### src/rtl/h_ram_arb.sv
// Round-robin arbiter sharing one single-port synchronous RAM among N requesters.
// After reset the RAM is zero-filled before any requester is granted.
module h_ram_arb #(
    parameter int N     = 4,
    parameter int DEPTH = 256,
    parameter int DW    = 32,
    parameter int AW    = $clog2(DEPTH)
) (
    input  logic            clk,
    input  logic            arst_n,
    input  logic [N-1:0]    req_vld,
    input  logic [N-1:0]    req_wen,
    input  logic [N*AW-1:0] req_addr,
    input  logic [N*DW-1:0] req_wdata,
    output logic [N-1:0]    req_rdy,
    output logic [N-1:0]    rsp_vld,
    output logic [DW-1:0]   rsp_rdata,
    output logic            init_done,
    output logic            ram_en,
    output logic            ram_wen,
    output logic [AW-1:0]   ram_addr,
    output logic [DW-1:0]   ram_wdata,
    input  logic [DW-1:0]   ram_rdata
);

    localparam int PW = (N > 1) ? $clog2(N) : 1;

    typedef enum logic {
        ST_INIT = 1'b0,
        ST_RUN  = 1'b1
    } state_t;

    state_t         state_q, state_d;
    logic [AW-1:0]  cnt_q, cnt_d;
    logic [PW-1:0]  ptr_q, ptr_d;
    logic [N-1:0]   rsp_vld_q, rsp_vld_d;

    logic [N-1:0]   gnt_s;
    logic           gnt_found_s;
    logic [PW-1:0]  gnt_idx_s;
    logic           ram_en_s;
    logic           ram_wen_s;
    logic [AW-1:0]  ram_addr_s;
    logic [DW-1:0]  ram_wdata_s;

    logic [AW-1:0]  addr_a  [N];
    logic [DW-1:0]  wdata_a [N];

    // Unpack the flat request buses into per-requester arrays.
    always_comb begin
        for (int i = 0; i < N; i++) begin
            addr_a[i]  = req_addr[i*AW +: AW];
            wdata_a[i] = req_wdata[i*DW +: DW];
        end
    end

    // Round-robin search starting at ptr_q; only grants while running.
    always_comb begin
        logic [PW:0]   sum_v;
        logic [PW-1:0] idx_v;
        logic          hit_v;
        gnt_s       = '0;
        gnt_found_s = 1'b0;
        gnt_idx_s   = '0;
        sum_v       = '0;
        idx_v       = '0;
        hit_v       = 1'b0;
        for (int k = 0; k < N; k++) begin
            sum_v       = {1'b0, ptr_q} + (PW+1)'(k);
            idx_v       = (sum_v >= (PW+1)'(N)) ? PW'(sum_v - (PW+1)'(N)) : PW'(sum_v);
            hit_v       = (state_q == ST_RUN) && !gnt_found_s && req_vld[idx_v];
            gnt_s[idx_v] = hit_v;
            gnt_idx_s   = hit_v ? idx_v : gnt_idx_s;
            gnt_found_s = gnt_found_s | hit_v;
        end
    end

    // Next-state, RAM drive and read-response tracking.
    always_comb begin
        state_d     = state_q;
        cnt_d       = cnt_q;
        ptr_d       = ptr_q;
        rsp_vld_d   = '0;
        ram_en_s    = 1'b0;
        ram_wen_s   = 1'b0;
        ram_addr_s  = '0;
        ram_wdata_s = '0;
        case (state_q)
            ST_INIT: begin
                ram_en_s   = 1'b1;
                ram_wen_s  = 1'b1;
                ram_addr_s = cnt_q;
                cnt_d      = cnt_q + AW'(1);
                if (cnt_q == AW'(DEPTH - 1)) begin
                    state_d = ST_RUN;
                end else begin
                    state_d = ST_INIT;
                end
            end
            ST_RUN: begin
                if (gnt_found_s) begin
                    ram_en_s    = 1'b1;
                    ram_wen_s   = req_wen[gnt_idx_s];
                    ram_addr_s  = addr_a[gnt_idx_s];
                    ram_wdata_s = wdata_a[gnt_idx_s];
                    rsp_vld_d   = gnt_s & ~req_wen;
                    ptr_d       = (gnt_idx_s == PW'(N - 1)) ? '0 : gnt_idx_s + PW'(1);
                end else begin
                    ptr_d = ptr_q;
                end
            end
            default: begin
                state_d = ST_INIT;
            end
        endcase
    end

    // State, fill counter, round-robin pointer and pending read responses.
    always_ff @(posedge clk or negedge arst_n) begin
        if (!arst_n) begin
            state_q   <= ST_INIT;
            cnt_q     <= '0;
            ptr_q     <= '0;
            rsp_vld_q <= '0;
        end else begin
            state_q   <= state_d;
            cnt_q     <= cnt_d;
            ptr_q     <= ptr_d;
            rsp_vld_q <= rsp_vld_d;
        end
    end

    // INIT drives the RAM from reset state, so gate the enables while reset is held.
    assign ram_en    = ram_en_s & arst_n;
    assign ram_wen   = ram_wen_s & arst_n;
    assign ram_addr  = ram_addr_s;
    assign ram_wdata = ram_wdata_s;
    assign req_rdy   = gnt_s;
    assign rsp_vld   = rsp_vld_q;
    assign rsp_rdata = ram_rdata;
    assign init_done = (state_q == ST_RUN);

endmodule
### config.mk
export PLATFORM = sky130hd
export DESIGN_NAME = h_ram_arb
export DESIGN_NICKNAME = d
export VERILOG_FILES = /design/src/rtl/h_ram_arb.sv
export SDC_FILE = /design/constraint.sdc
export NUM_CORES = 1
export LEC_CHECK = 0
export ABC_AREA = 1
export CAP_MARGIN = 20
export CORE_AREA = 3 3 110 112
export CTS_BUF_LIST = sky130_fd_sc_hd__clkbuf_8
export DETAILED_ROUTE_END_ITERATION = 10
export DIE_AREA = 0 0 113 115
export PLACE_DENSITY = 0.75
export SLEW_MARGIN = 25
export SYNTH_ARGS = -nofsm -noshare
export SYNTH_HDL_FRONTEND = slang
export SYNTH_SLANG_ARGS = --single-unit
### constraint.sdc
create_clock -name clk -period 2.9 [get_ports clk]
set_input_delay 0.29 -clock clk [delete_from_list [all_inputs] [get_ports clk]]
set_output_delay 0.29 -clock clk [all_outputs]
set_load 0.05 [all_outputs]
==> flow_summary.ini, run 1 <==
[final_layout]
final_nets = 1057
synthToLayoutAreaGrowth_pct = 96.06
layout-drive-gt1-share_pct = 20.38
antennaDiodeCount = 0
fin_area_um2 = 6599
nFillCells = 1044

[yosys]
synth_warnings = 0
yosys.area.top_type = nand2_1
synthCells = 649
yosysTopAreaCellShare_pct = 23.31
syn_nets = 856
synth_cell_types = 30
ys_ff_latch = 15
avgSynthCellArea_um2 = 5.186
synthesis.area_um2 = 3366
synthTopCellsByArea = nand2_1 (23%), inv_1 (17%), nand3_1 (16%)
synth_seq_area_share_pct = 11.15

[global_routing]
track_usage_pct = 19.74
antenna_found_initial = 0
grt_max_degree = 43
overflow = 0
grt_pass1_vias = 4210
grt_pass1_wl_mm = 21.02

[die]
fp.dieArea_um2 = 13000
io_pins = 285
die_w_um = 113
core-area_um2 = 11320
num_rows = 39
die_height_um = 115
initial_core_util_pct = 29.73

[clock_network]
clk_pin_slew_worst_paths_ns = 0.07
cts_hold_buf = 0
cts_tree = yes
clk_latency_ns = 0.25
ctsRootBufferMaster = clkbuf_8
cts_buffers = 3
htree_num_levels = 1
clkSinkCount = 15
clock_path_buffers = 2

[setup_path]
worstSetupPathType = register to output pin
end_kind = output pin
ff2ff_path_depth = 13
rrSetupSlack_ns = 0.76
crit_slowest_cell = dfrtp_1
cp_slowest_stage_delay_ns = 0.41
rr_startpoint = ptr_q[0]
r2r_end = ptr_q[1]
cp_max_fo = 5
crit_arrival_ns = 2.53
cp-start-kind = register
critical_path_required_ns = 2.61
crit_family = simple AND/OR/NAND/NOR gates
critical_path.n_buffers_inverters = 6
crit_chain = inv_4, ha_4, inv_2, nand3_2, nand2_4, nand3_2, nor2_4, nor2_1, nor2_2, nor2_4, buf_12, clkbuf_16, nand3_1, nand3_1, nand2_1, inv_1, buf_12

[placed_design]
placed_area_um2 = 6072
port_buffers = 220
gp_congestion = 0.9182
hpwlAfterDp_mm = 10.67

[timing]
final-hold-violation-count = 0
whs_ns = 0.3579
setup_viol = 0
tns_ns = 0
period_share_pct = 97.18
tightestPinTransition_ns = 0.5039
max_slew_margin_pct = 66.30
max_freq_mhz = 354.9
rsz0062_at_grt = yes
slew_violations = 0
fin_crit_ns = 2.818
fin_worst_skew_ns = 0.0004891

[flow_run]
maxCapViolations = 0

[detailed_routing]
drt_iter0_drc = 304
wl_per_cell_um = 15.04
drt-total-wl_mm = 14.92
vias_per_cell = 4.618
firstDrtPassIters = 6
final_antenna_net_count = 0
dr_total_vias = 4581
drc = 0

[run_status]
status = finished clean

[pwr]
power_density_nw_per_um2 = 112.1
leakage_uw = 0.003320
peakVddDrop_uv = 170.0

[hold_path]
min_path_type = input pin to async pin
synthesized netlist by cell type:
library cell	instances
nor3_1	3
o21ai_1	1
buf_4	39
o41ai_1	1
nand2_4	4
buf_2	18
nand2_2	6
xor2_1	5
o2111ai_1	2
nor2_1	17
clkbuf_1	1
xnor2_1	2
nor2_2	2
nand3_1	107
buf_6	2
o21ai_2	1
inv_1	153
nand2_1	209
ha_1	5
nand3_2	4
o221ai_1	1
dfrtp_1	15
a21oi_1	33
inv_4	1
o21ai_0	4
nor2_4	3
inv_2	4
nand4_1	1
buf_1	3
nand4_4	2
state kept, by name (all words and copies together), names as in the netlist:
register   flops
cnt_q          8
init_done      1
ptr_q          2
rsp_vld        4
worst max path at each step:
| stage | from | to | slack [ns] | cells past startpoint |
|---|---|---|---|---|
| 2_1_floorplan | ptr_q[1] | ram_wdata[18] | -0.12 | 12 |
| 3_3_place_gp | req_vld[2] | ram_wdata[6] | 0.13 | 13 |
| 3_5_place_dp | ptr_q[0] | ram_wdata[9] | 0.10 | 13 |
| 4_1_cts | ptr_q[1] | ram_wdata[21] | 0.005 | 13 |
| 5_1_grt | ptr_q[0] | ram_wen | -0.04 | 17 |
| 6_report | ptr_q[0] | ram_wen | 0.08 | 17 |
area by class of cell:
class,count,area [µm²],share of cell area [%]
clock buffer,3,41.29,0.6257
clock inverter,1,5.005,0.07584
inverter,158,595.6,9.025
multi-input combinational,414,2251,34.11
sequential,15,375.4,5.688
tap,143,178.9,2.711
timing repair buffer,258,3152,47.76
power breakdown:
| part | switching (µW) | internal (µW) | total (µW) |
|---|---|---|---|
| Sequential | 0 | 209 | 209 |
| Combinational | 114 | 244 | 357 |
| Clock | 78.0 | 95.1 | 173 |
metal layers:
layer	global-route usage, %	share of wire [%]	wire [µm]	vias to the layer above
met3	4.368	8.1	1204	38
li1	-	-	-	2312
met1	24.20	41	6075	2033
met4	4.407	2.5	371	0
met5	0	0	0	-
met2	35.39	49	7262	198
placed cells by master, fill, tap and decap left out, drive strengths merged:
master / netlist / routed
o221ai: 1 / 1
xor2: 5 / 5
buf: 62 / 80
nand3: 111 / 111
clkinv: 0 / 2
nand2: 219 / 220
o41ai: 1 / 1
xnor2: 2 / 2
o21ai: 6 / 6
inv: 158 / 157
clkbuf: 1 / 6
clkdlybuf4s50: 0 / 174
nand4: 3 / 3
bufbuf: 0 / 1
dfrtp: 15 / 15
o2111ai: 2 / 2
nor3: 3 / 3
a21oi: 33 / 33
nor2: 22 / 22
ha: 5 / 5
through the flow:
stage | power, µW | utilization, % | setup WS (ns) | instances
after floorplan | 424.6 | - | -0.1194 | 649
after global placement | 560.8 | 53.64 | 0.1308 | 968
after detailed placement | 561.6 | 53.64 | 0.1012 | 968
after CTS | 738.7 | 55.76 | 0.005355 | 978
after global routing | 784.6 | 58.29 | -0.04018 | 992
final | 739.6 | 58.29 | 0.08192 | 992
cell families after synthesis:
| group | synth area share [%] |
|---|---|
| AND/OR/NAND/NOR | 48.03 |
| buffers and inverters | 30.19 |
| AO/OA/AOI/OAI | 6.952 |
| flip-flops | 11.15 |
| XOR/XNOR | 1.822 |
| adder cells (fa/ha/maj) | 1.859 |
repair_timing:
item | in CTS | in global routing
endpoints found under the hold margin | 0 | 0
buffers inserted | 3 | 8
cloned | 3 | 6
resized for setup | 24 | 27
setup endpoints to repair | 40 | 41
pin swaps | 5 | 22
Power figures use the tool's default switching activity.
==> run 2: changes to the inputs <==
ABC_CLOCK_PERIOD_IN_PS = 2900   (was not set)
==> results of run 2 <==
Same layout as run 1: the final DEF is identical, and so are final timing and power.
